--- config.mk ---
export PLATFORM = sky130hd
export DESIGN_NAME = pipe_stage_reg
export DESIGN_NICKNAME = d
export VERILOG_FILES = /design/src/rtl/pipe_pkg.sv /design/src/rtl/pipe_skid_buf.sv /design/src/rtl/pipe_stage_reg.sv
export SDC_FILE = /design/constraint.sdc
export NUM_CORES = 1
export LEC_CHECK = 0
export ABC_AREA = 1
export CORE_AREA = 2 2 201 203
export DETAILED_ROUTE_END_ITERATION = 10
export DIE_AREA = 0 0 203 205
export PLACE_DENSITY_LB_ADDON = 0.1
export SLEW_MARGIN = 20
export SYNTH_ARGS = -nofsm -noshare
export SYNTH_HDL_FRONTEND = slang
export SYNTH_SLANG_ARGS = --single-unit
--- constraint.sdc ---
create_clock -name i_clk -period 1.2 [get_ports i_clk]
set_input_delay 0.12 -clock i_clk [delete_from_list [all_inputs] [get_ports i_clk]]
set_output_delay 0.12 -clock i_clk [all_outputs]
set_load 0.05 [all_outputs]
--- src/rtl/pipe_pkg.sv ---
// Shared types for the elastic pipeline-stage register.
// State encoding for the stage FSM and per-stage payload layouts with their kill-keep masks.
package pipe_pkg;

    typedef enum logic [1:0] {
        EMPTY = 2'd0,
        BUSY  = 2'd1,
        FULL  = 2'd2
    } pipe_state_e;

    // IF/ID payload: pc, npc, instruction and decode control.
    typedef struct packed {
        logic [31:0] pc;
        logic [31:0] npc;
        logic [31:0] inst;
        logic [15:0] ctrl;
    } if_id_t;

    // MEM/WB payload: pc, instruction, writeback data, destination and control.
    typedef struct packed {
        logic [31:0] pc;
        logic [31:0] inst;
        logic [31:0] wb_data;
        logic [4:0]  rd;
        logic [7:0]  ctrl;
    } mem_wb_t;

    // Killed entries keep pc and inst so the trap handler can identify the faulting instruction.
    localparam if_id_t IF_ID_KEEP = '{pc: '1, npc: '0, inst: '1, ctrl: '0};
    localparam mem_wb_t MEM_WB_KEEP = '{pc: '1, inst: '1, wb_data: '0, rd: '0, ctrl: '0};

endpackage

--- src/rtl/pipe_skid_buf.sv ---
// One stage entry: payload register with its valid and exception flags.
// Written as a whole whenever i_we is high, otherwise holds.
module pipe_skid_buf #(
    parameter int unsigned PAYLOAD_W = 256
) (
    input  logic                 i_clk,
    input  logic                 i_rst_n,
    input  logic                 i_we,
    input  logic                 i_valid,
    input  logic                 i_excp,
    input  logic [PAYLOAD_W-1:0] i_data,
    output logic                 o_valid,
    output logic                 o_excp,
    output logic [PAYLOAD_W-1:0] o_data
);

    logic                 r_valid;
    logic                 r_excp;
    logic [PAYLOAD_W-1:0] r_data;

    // Entry storage; cleared asynchronously, loaded on write enable.
    always_ff @(posedge i_clk or negedge i_rst_n) begin
        if (!i_rst_n) begin
            r_valid <= 1'b0;
            r_excp  <= 1'b0;
            r_data  <= '0;
        end else if (i_we) begin
            r_valid <= i_valid;
            r_excp  <= i_excp;
            r_data  <= i_data;
        end
    end

    assign o_valid = r_valid;
    assign o_excp  = r_excp;
    assign o_data  = r_data;

endmodule

--- src/rtl/pipe_stage_reg.sv ---
// Elastic pipeline-stage register with valid/ready handshake, synchronous flush and
// exception kill. Define PIPE_SKID_EN for a 2-entry skid buffer with a registered ready_up;
// otherwise a single register with combinational ready_up.
module pipe_stage_reg
    import pipe_pkg::*;
#(
    parameter int unsigned          PAYLOAD_W   = 256,
    parameter logic [PAYLOAD_W-1:0] KEEP_MASK   = '0,
    parameter bit                   ZERO_BUBBLE = 1'b1
) (
    input  logic                 i_clk,
    input  logic                 i_rst_n,
    input  logic                 i_flush,
    input  logic                 i_valid_up,
    output logic                 o_ready_up,
    input  logic                 i_kill_up,
    input  logic [PAYLOAD_W-1:0] i_data_up,
    output logic                 o_valid_dn,
    input  logic                 i_ready_dn,
    output logic [PAYLOAD_W-1:0] o_data_dn,
    output logic                 o_excp_dn
);

    logic                 w_acc;
    logic                 w_xfer;
    logic [PAYLOAD_W-1:0] w_up_data;
    logic [PAYLOAD_W-1:0] w_bubble_data;

    logic                 w_main_we;
    logic                 w_main_valid_d;
    logic                 w_main_excp_d;
    logic [PAYLOAD_W-1:0] w_main_data_d;

    assign w_acc  = i_valid_up & o_ready_up;
    assign w_xfer = o_valid_dn & i_ready_dn;

    // Killed entries keep only the masked fields; the rest are forced to zero.
    assign w_up_data     = i_kill_up ? (i_data_up & KEEP_MASK) : i_data_up;
    assign w_bubble_data = ZERO_BUBBLE ? '0 : o_data_dn;

    pipe_skid_buf #(
        .PAYLOAD_W (PAYLOAD_W)
    ) u_main (
        .i_clk   (i_clk),
        .i_rst_n (i_rst_n),
        .i_we    (w_main_we),
        .i_valid (w_main_valid_d),
        .i_excp  (w_main_excp_d),
        .i_data  (w_main_data_d),
        .o_valid (o_valid_dn),
        .o_excp  (o_excp_dn),
        .o_data  (o_data_dn)
    );

`ifdef PIPE_SKID_EN

    pipe_state_e          r_state;
    pipe_state_e          w_state_d;
    logic                 r_ready_up;

    logic                 w_skid_we;
    logic                 w_skid_valid_d;
    logic                 w_skid_excp_d;
    logic [PAYLOAD_W-1:0] w_skid_data_d;
    logic                 w_skid_valid;
    logic                 w_skid_excp;
    logic [PAYLOAD_W-1:0] w_skid_data;

    pipe_skid_buf #(
        .PAYLOAD_W (PAYLOAD_W)
    ) u_skid (
        .i_clk   (i_clk),
        .i_rst_n (i_rst_n),
        .i_we    (w_skid_we),
        .i_valid (w_skid_valid_d),
        .i_excp  (w_skid_excp_d),
        .i_data  (w_skid_data_d),
        .o_valid (w_skid_valid),
        .o_excp  (w_skid_excp),
        .o_data  (w_skid_data)
    );

    assign o_ready_up = r_ready_up;

    // Next-state and entry routing; the skid entry always drains into main before new data.
    always_comb begin
        w_state_d      = r_state;
        w_main_we      = 1'b0;
        w_main_valid_d = o_valid_dn;
        w_main_excp_d  = o_excp_dn;
        w_main_data_d  = o_data_dn;
        w_skid_we      = 1'b0;
        w_skid_valid_d = 1'b0;
        w_skid_excp_d  = 1'b0;
        w_skid_data_d  = '0;
        if (i_flush) begin
            w_state_d      = EMPTY;
            w_main_we      = 1'b1;
            w_main_valid_d = 1'b0;
            w_main_excp_d  = 1'b0;
            w_main_data_d  = w_bubble_data;
            w_skid_we      = 1'b1;
        end else begin
            unique case (r_state)
                EMPTY: begin
                    if (w_acc) begin
                        w_state_d      = BUSY;
                        w_main_we      = 1'b1;
                        w_main_valid_d = 1'b1;
                        w_main_excp_d  = i_kill_up;
                        w_main_data_d  = w_up_data;
                    end
                end
                BUSY: begin
                    if (w_acc && w_xfer) begin
                        w_main_we      = 1'b1;
                        w_main_valid_d = 1'b1;
                        w_main_excp_d  = i_kill_up;
                        w_main_data_d  = w_up_data;
                    end else if (w_acc) begin
                        w_state_d      = FULL;
                        w_skid_we      = 1'b1;
                        w_skid_valid_d = 1'b1;
                        w_skid_excp_d  = i_kill_up;
                        w_skid_data_d  = w_up_data;
                    end else if (w_xfer) begin
                        w_state_d      = EMPTY;
                        w_main_we      = 1'b1;
                        w_main_valid_d = 1'b0;
                        if (ZERO_BUBBLE) begin
                            w_main_excp_d = 1'b0;
                            w_main_data_d = '0;
                        end
                    end
                end
                FULL: begin
                    if (w_xfer) begin
                        w_state_d      = BUSY;
                        w_main_we      = 1'b1;
                        w_main_valid_d = w_skid_valid;
                        w_main_excp_d  = w_skid_excp;
                        w_main_data_d  = w_skid_data;
                        w_skid_we      = 1'b1;
                    end
                end
                default: begin
                    w_state_d = EMPTY;
                end
            endcase
        end
    end

    // FSM state and registered ready_up, which is low only while the skid entry is occupied.
    always_ff @(posedge i_clk or negedge i_rst_n) begin
        if (!i_rst_n) begin
            r_state    <= EMPTY;
            r_ready_up <= 1'b1;
        end else begin
            r_state    <= w_state_d;
            r_ready_up <= (w_state_d != FULL);
        end
    end

`else

    // Single register: accept when empty or when the held entry leaves this cycle.
    assign o_ready_up = i_ready_dn | ~o_valid_dn;

    // Main entry update: flush, then accept (replacing a departing entry), then drain.
    always_comb begin
        w_main_we      = 1'b0;
        w_main_valid_d = o_valid_dn;
        w_main_excp_d  = o_excp_dn;
        w_main_data_d  = o_data_dn;
        if (i_flush) begin
            w_main_we      = 1'b1;
            w_main_valid_d = 1'b0;
            w_main_excp_d  = 1'b0;
            w_main_data_d  = w_bubble_data;
        end else if (w_acc) begin
            w_main_we      = 1'b1;
            w_main_valid_d = 1'b1;
            w_main_excp_d  = i_kill_up;
            w_main_data_d  = w_up_data;
        end else if (w_xfer) begin
            w_main_we      = 1'b1;
            w_main_valid_d = 1'b0;
            if (ZERO_BUBBLE) begin
                w_main_excp_d = 1'b0;
                w_main_data_d = '0;
            end
        end
    end

`endif

endmodule

After elaboration in Yosys (flattened, before gate mapping):

Index checks and enable logic that the tools add are counted.

* flip-flop bits (word level): 258
* input bits: 262
* output and inout port bits: 259
* word-level logic and storage cells: 21

* muxes and demuxes: 12
* bitwise operators: 4
* reduce and logical (&&, ||, !) cells: 2

Operators by type and width (number)
* $mux W256: 4
* $mux W1: 8
* $reduce_bool A3 Y1: 1
* $and A1 B1 Y1: 2
* $reduce_and A2 Y1: 1
* $not A1 Y1: 1
* $or A1 B1 Y1: 1

Longest topological paths before layout:

* word-level depth: 6
* mapped depth: 6
* gate-level depth less buffers: 4

Cells and area by module:

Synthesis repeated with hierarchy kept, for this count alone.

* cells, all modules: 2530
* area total of the unflattened synthesis: 15911.5 µm²

By module, submodules not included
* pipe_skid_buf: instances 1, cells each 1090, area each 9776.9 µm², seq. area each 6456.2 µm²
* pipe_stage_reg: instances 1, cells each 1440, area each 6134.6 µm², seq. area each 0.0 µm²

Worst setup path before layout:

Ideal clock, no wire load.

* path kind: flip-flop to flip-flop
* start: reg u_main.r_valid (netlist: u_main.o_valid)
* end: reg u_main.r_data[233] (netlist: u_main.o_data[233])
* library setup time: 69 ps
* arrival: 1647 ps
* data required time: 1131 ps
* setup slack: -516 ps
* stages on the path, launching flop included: 5
* buffers on the path: 1
* clock period less this slack: 1716 ps
* path through: dfrtp_1 > nand2_2 > clkbuf_1 > nand4_1 > nand2_1

* longest elaborated chain between the ends: 6
* elaborated cells on any way between the ends: 11
* those cells by class: mux (5); bitwise (4); reduce/logical (2)

Ends and longest elaborated chain
* start, declared: line pipe_skid_buf.sv:17 `logic r_valid;`
* start signal, assigned: line pipe_skid_buf.sv:28 `r_valid <= i_valid;`
* $not A1 Y1 *: line pipe_stage_reg.sv:167 `assign o_ready_up = i_ready_dn | ~o_valid_dn;`
* $or A1 B1 Y1 *: line pipe_stage_reg.sv:167
* net o_ready_up: line pipe_stage_reg.sv:15 `output logic o_ready_up,`
* $and A1 B1 Y1 *: line pipe_stage_reg.sv:34 `assign w_acc = i_valid_up & o_ready_up;`
* $mux W1: line pipe_stage_reg.sv:180 `end else if (w_acc) begin`
* $mux W1: line pipe_stage_reg.sv:175 `if (i_flush) begin`
* $reduce_and A2 Y1 (no line)
* end signal, assigned: line pipe_skid_buf.sv:30 `r_data <= i_data;`
* end, declared: line pipe_skid_buf.sv:19 `logic [PAYLOAD_W-1:0] r_data;`

Mark *: on every way through the listed nets, which the timed path passes. The rest lies on a longest branch.
A chain may end at the register's enable or synchronous reset.

Worst setup path in the final report:

* start: reg u_main.r_valid (netlist: u_main.o_valid)
* end: out o_ready_up

* longest elaborated chain between the ends: 2

Ends and longest elaborated chain (line)
* $not A1 Y1: pipe_stage_reg.sv:167
* $or A1 B1 Y1: pipe_stage_reg.sv:167
* end, declared: pipe_stage_reg.sv:15

Every way passes these cells.

==> results.sh <==
export IMPL_vias=12200
export IMPL_worst_pin_slew_ns=0.374
export IMPL_vdd_drop_max_v=0.00105
export IMPL_ys_ff_latch=258
export IMPL_p_leak_nw=10.1
export IMPL_finalSetupTns_ns=-61.80
export IMPL_ys_types=12
export IMPL_drive_gt1_frac=0.248
export IMPL_path_class="reg2out"
export IMPL_cts_max_level=1
export IMPL_wl_mm=51.0
export IMPL_syn_nets=1469
export IMPL_ys_seq_area_frac=0.557
export IMPL_die_w_um=203
export IMPL_skew_ns=0.0100
export IMPL_synth_cells=1207
export IMPL_gp_congestion=0.836
export IMPL_critPathCaptureType="output port"
export IMPL_cts_sinks=258
export IMPL_grt_max_degree=55
export IMPL_rsz0062_at_grt="yes"
export IMPL_insertion_delay_ns=0.57
export IMPL_coreArea_sq_mm=0.0394
export IMPL_cts_tree="yes"
export IMPL_swShare=0.288
export IMPL_worstPathRequired_ns=1.08
export IMPL_grt_pass1_vias=12500
export IMPL_powerDensity_mw_per_mm2=1150
export IMPL_avgViaCountPerCell=5.42
export IMPL_rows=73
export IMPL_layout_setup_ws_ns=-0.281
export IMPL_antenna_found_initial=7
export IMPL_worst_setup_path_start_kind="flip-flop"
export IMPL_track_usage=0.238
export IMPL_drcViolationCount=0
export IMPL_critPathLaunch="u_main.o_valid$_DFFE_PN0P_"
export IMPL_final_nets=1962
export IMPL_dieArea_sq_mm=0.0416
export IMPL_area_growth_syn_to_layout_pct=87.0
export IMPL_drt_iter0_markers=793
export IMPL_p_int_w=0.0178
export IMPL_die_height_um=205
export IMPL_synth_top_cell_by_area="dfrtp_1"
export IMPL_dr_pass1_iters=5
export IMPL_crit_fanout=4
export IMPL_timing_critical_path_arrival_ns=1.36
export IMPL_syn_area_per_cell_sq_um=9.60
export IMPL_violations="negative setup slack"
export IMPL_run_status="finished, violations left"
export IMPL_timing_rr_start="u_main.o_valid$_DFFE_PN0P_"
export IMPL_yosys_warnings=0
export IMPL_grt_pass1_wl_mm=77.5
export IMPL_synth_area_sq_mm=0.0116
export IMPL_ant_nets=0
export IMPL_hp_class="in2async"
export IMPL_port_buffers=520
export IMPL_synth_top_area_frac=0.557
export IMPL_hold_viol_final=0
export IMPL_slew_headroom=0.750
export IMPL_clock_root_buffer="clkbuf_16"
export IMPL_clockPowerShare=0.396
export IMPL_clock_fmax_mhz=675
export IMPL_grt_ovfl_total=0
export IMPL_finalSetupViolCount=517
export IMPL_dp_hpwl_mm=35.8
export IMPL_wl_per_cell_um=22.6
export IMPL_period_share=1.23
export IMPL_finalPower_w=0.0250
export IMPL_drv_slew=0
export IMPL_synthTopCellsByArea="dfrtp_1, nand4_1, nand2_1, buf_2, buf_4"
export IMPL_path_clk_slew_ns=0.06
export IMPL_start_util=0.294
export IMPL_switchingPower_w=0.00719
export IMPL_fin_crit_ns=1.48
export IMPL_io_pins=521
export IMPL_cts_buffer_depth=3
export IMPL_maxCapViolCount=0
export IMPL_seqPwrFrac=0.378
export IMPL_numCtsBuffers=31
export IMPL_combPwrFrac=0.227
-- state kept, by name, summed over array words and instances, names as in the netlist --
register / cells
u_main.o_data: 256
u_main.o_excp: 1
u_main.o_valid: 1
-- critical path, cell delays in order, from the launching register on --
cell     delay (ns)
dfrtp_2        0.43
nand2_8        0.08
buf_12         0.13
buf_12         0.14
-- metrics by stage --
step / setup slack [ns] / utilization / hold WS (ns) / instance area (sq um) / std cells
final: -0.281 / 0.550 / 0.0345 / 21700 / 2253
after global routing: -0.328 / 0.550 / 0.0349 / 21700 / 2252
after CTS: -0.314 / 0.550 / 0.0256 / 21700 / 2248
after detailed placement: -0.319 / 0.520 / 0.0389 / 20500 / 2184
after global placement: -0.304 / 0.520 / 0.0361 / 20500 / 2184
after floorplan: -0.0314 / - / -0.176 / 11700 / 1207
-- Yosys cell counts --
| master | n |
|---|---|
| nand3_1 | 1 |
| a21oi_1 | 1 |
| clkbuf_1 | 12 |
| nor2_4 | 1 |
| buf_4 | 29 |
| nand2_1 | 258 |
| dfrtp_1 | 258 |
| nand2_2 | 2 |
| nand4_1 | 513 |
| buf_2 | 127 |
| inv_2 | 2 |
| inv_1 | 3 |
-- power groups by stage --
stage / clock [W] / combinational, W / sequential, W
after CTS: 0.0101 / 0.00572 / 0.00944
after global routing: 0.0105 / 0.00594 / 0.00948
after floorplan: 0 / 0.00118 / 0.0106
after global placement: 0 / 0.00565 / 0.00958
after detailed placement: 0 / 0.00566 / 0.00959
final: 0.00990 / 0.00567 / 0.00944
-- logic make-up (layout without fill, tap and decap cells) --
group / count (synthesis) / in the layout / synth area share
flip-flops: 258 / 258 / 0.557
AND/OR/NAND/NOR: 775 / 775 / 0.363
other: 0 / 5 / 0
buffers and inverters: 173 / 689 / 0.0792
AO/OA/AOI/OAI: 1 / 1 / 0.000432
-- cells in the final DEF (no fill, tap or decap), types with 2 or more instances in the layout --
cell and instances:
clkbuf_16 31, nand2_1 257, dfrtp_2 3, buf_4 60, clkbuf_1 6, buf_12 303, clkinv_2 3, nand4_1 513
buf_6 3, nand2_8 3, bufinv_16 3, inv_6 3, clkbuf_8 12, dfrtp_1 255, diode_2 5, inv_2 2
clkdlybuf4s50_1 260
-- final timing paths --
check                                                      end  slack [ns]  depth (start not counted)
worst min-delay path            u_main.o_data[138]$_DFFE_PN0P_        0.03                          2
min in group i_clk               u_main.o_data[41]$_DFFE_PN0P_        0.10                          3
max in group asynchronous        u_main.o_data[45]$_DFFE_PN0P_        0.57                          3
worst max-delay path                                o_ready_up       -0.28                          3
worst min register to register   u_main.o_data[48]$_DFFE_PN0P_        0.59                          2
worst max register to register  u_main.o_data[133]$_DFFE_PN0P_       -0.26                          5
-- layer usage --
metal	track usage	vias to the layer above	share of wire
li1	-	5544	-
met4	0.0993	4	0.040
met2	0.386	517	0.48
met1	0.299	6042	0.39
met3	0.0668	105	0.083
met5	0	-	0.00049
-- final cells by class --
type                       instances  area, sq um
tap                              525          657
sequential                       258         6460
clock inverter                     7          114
timing repair buffer             628         9180
multi-input combinational        776         4260
antenna                            5         12.5
inverter                           5         28.8
fill                            3355        17700
clock buffer                      49          963
-- what timing repair did --
action | 4_1_cts | 5_1_grt
hold buffers | 1 | 0
pin swaps | 1 | 1
gates resized for setup | 8 | 0
hold endpoints to repair | 258 | 0
setup endpoints to repair | 517 | 517
buffers inserted | 7 | 0
Power figures use the tool's default switching activity.
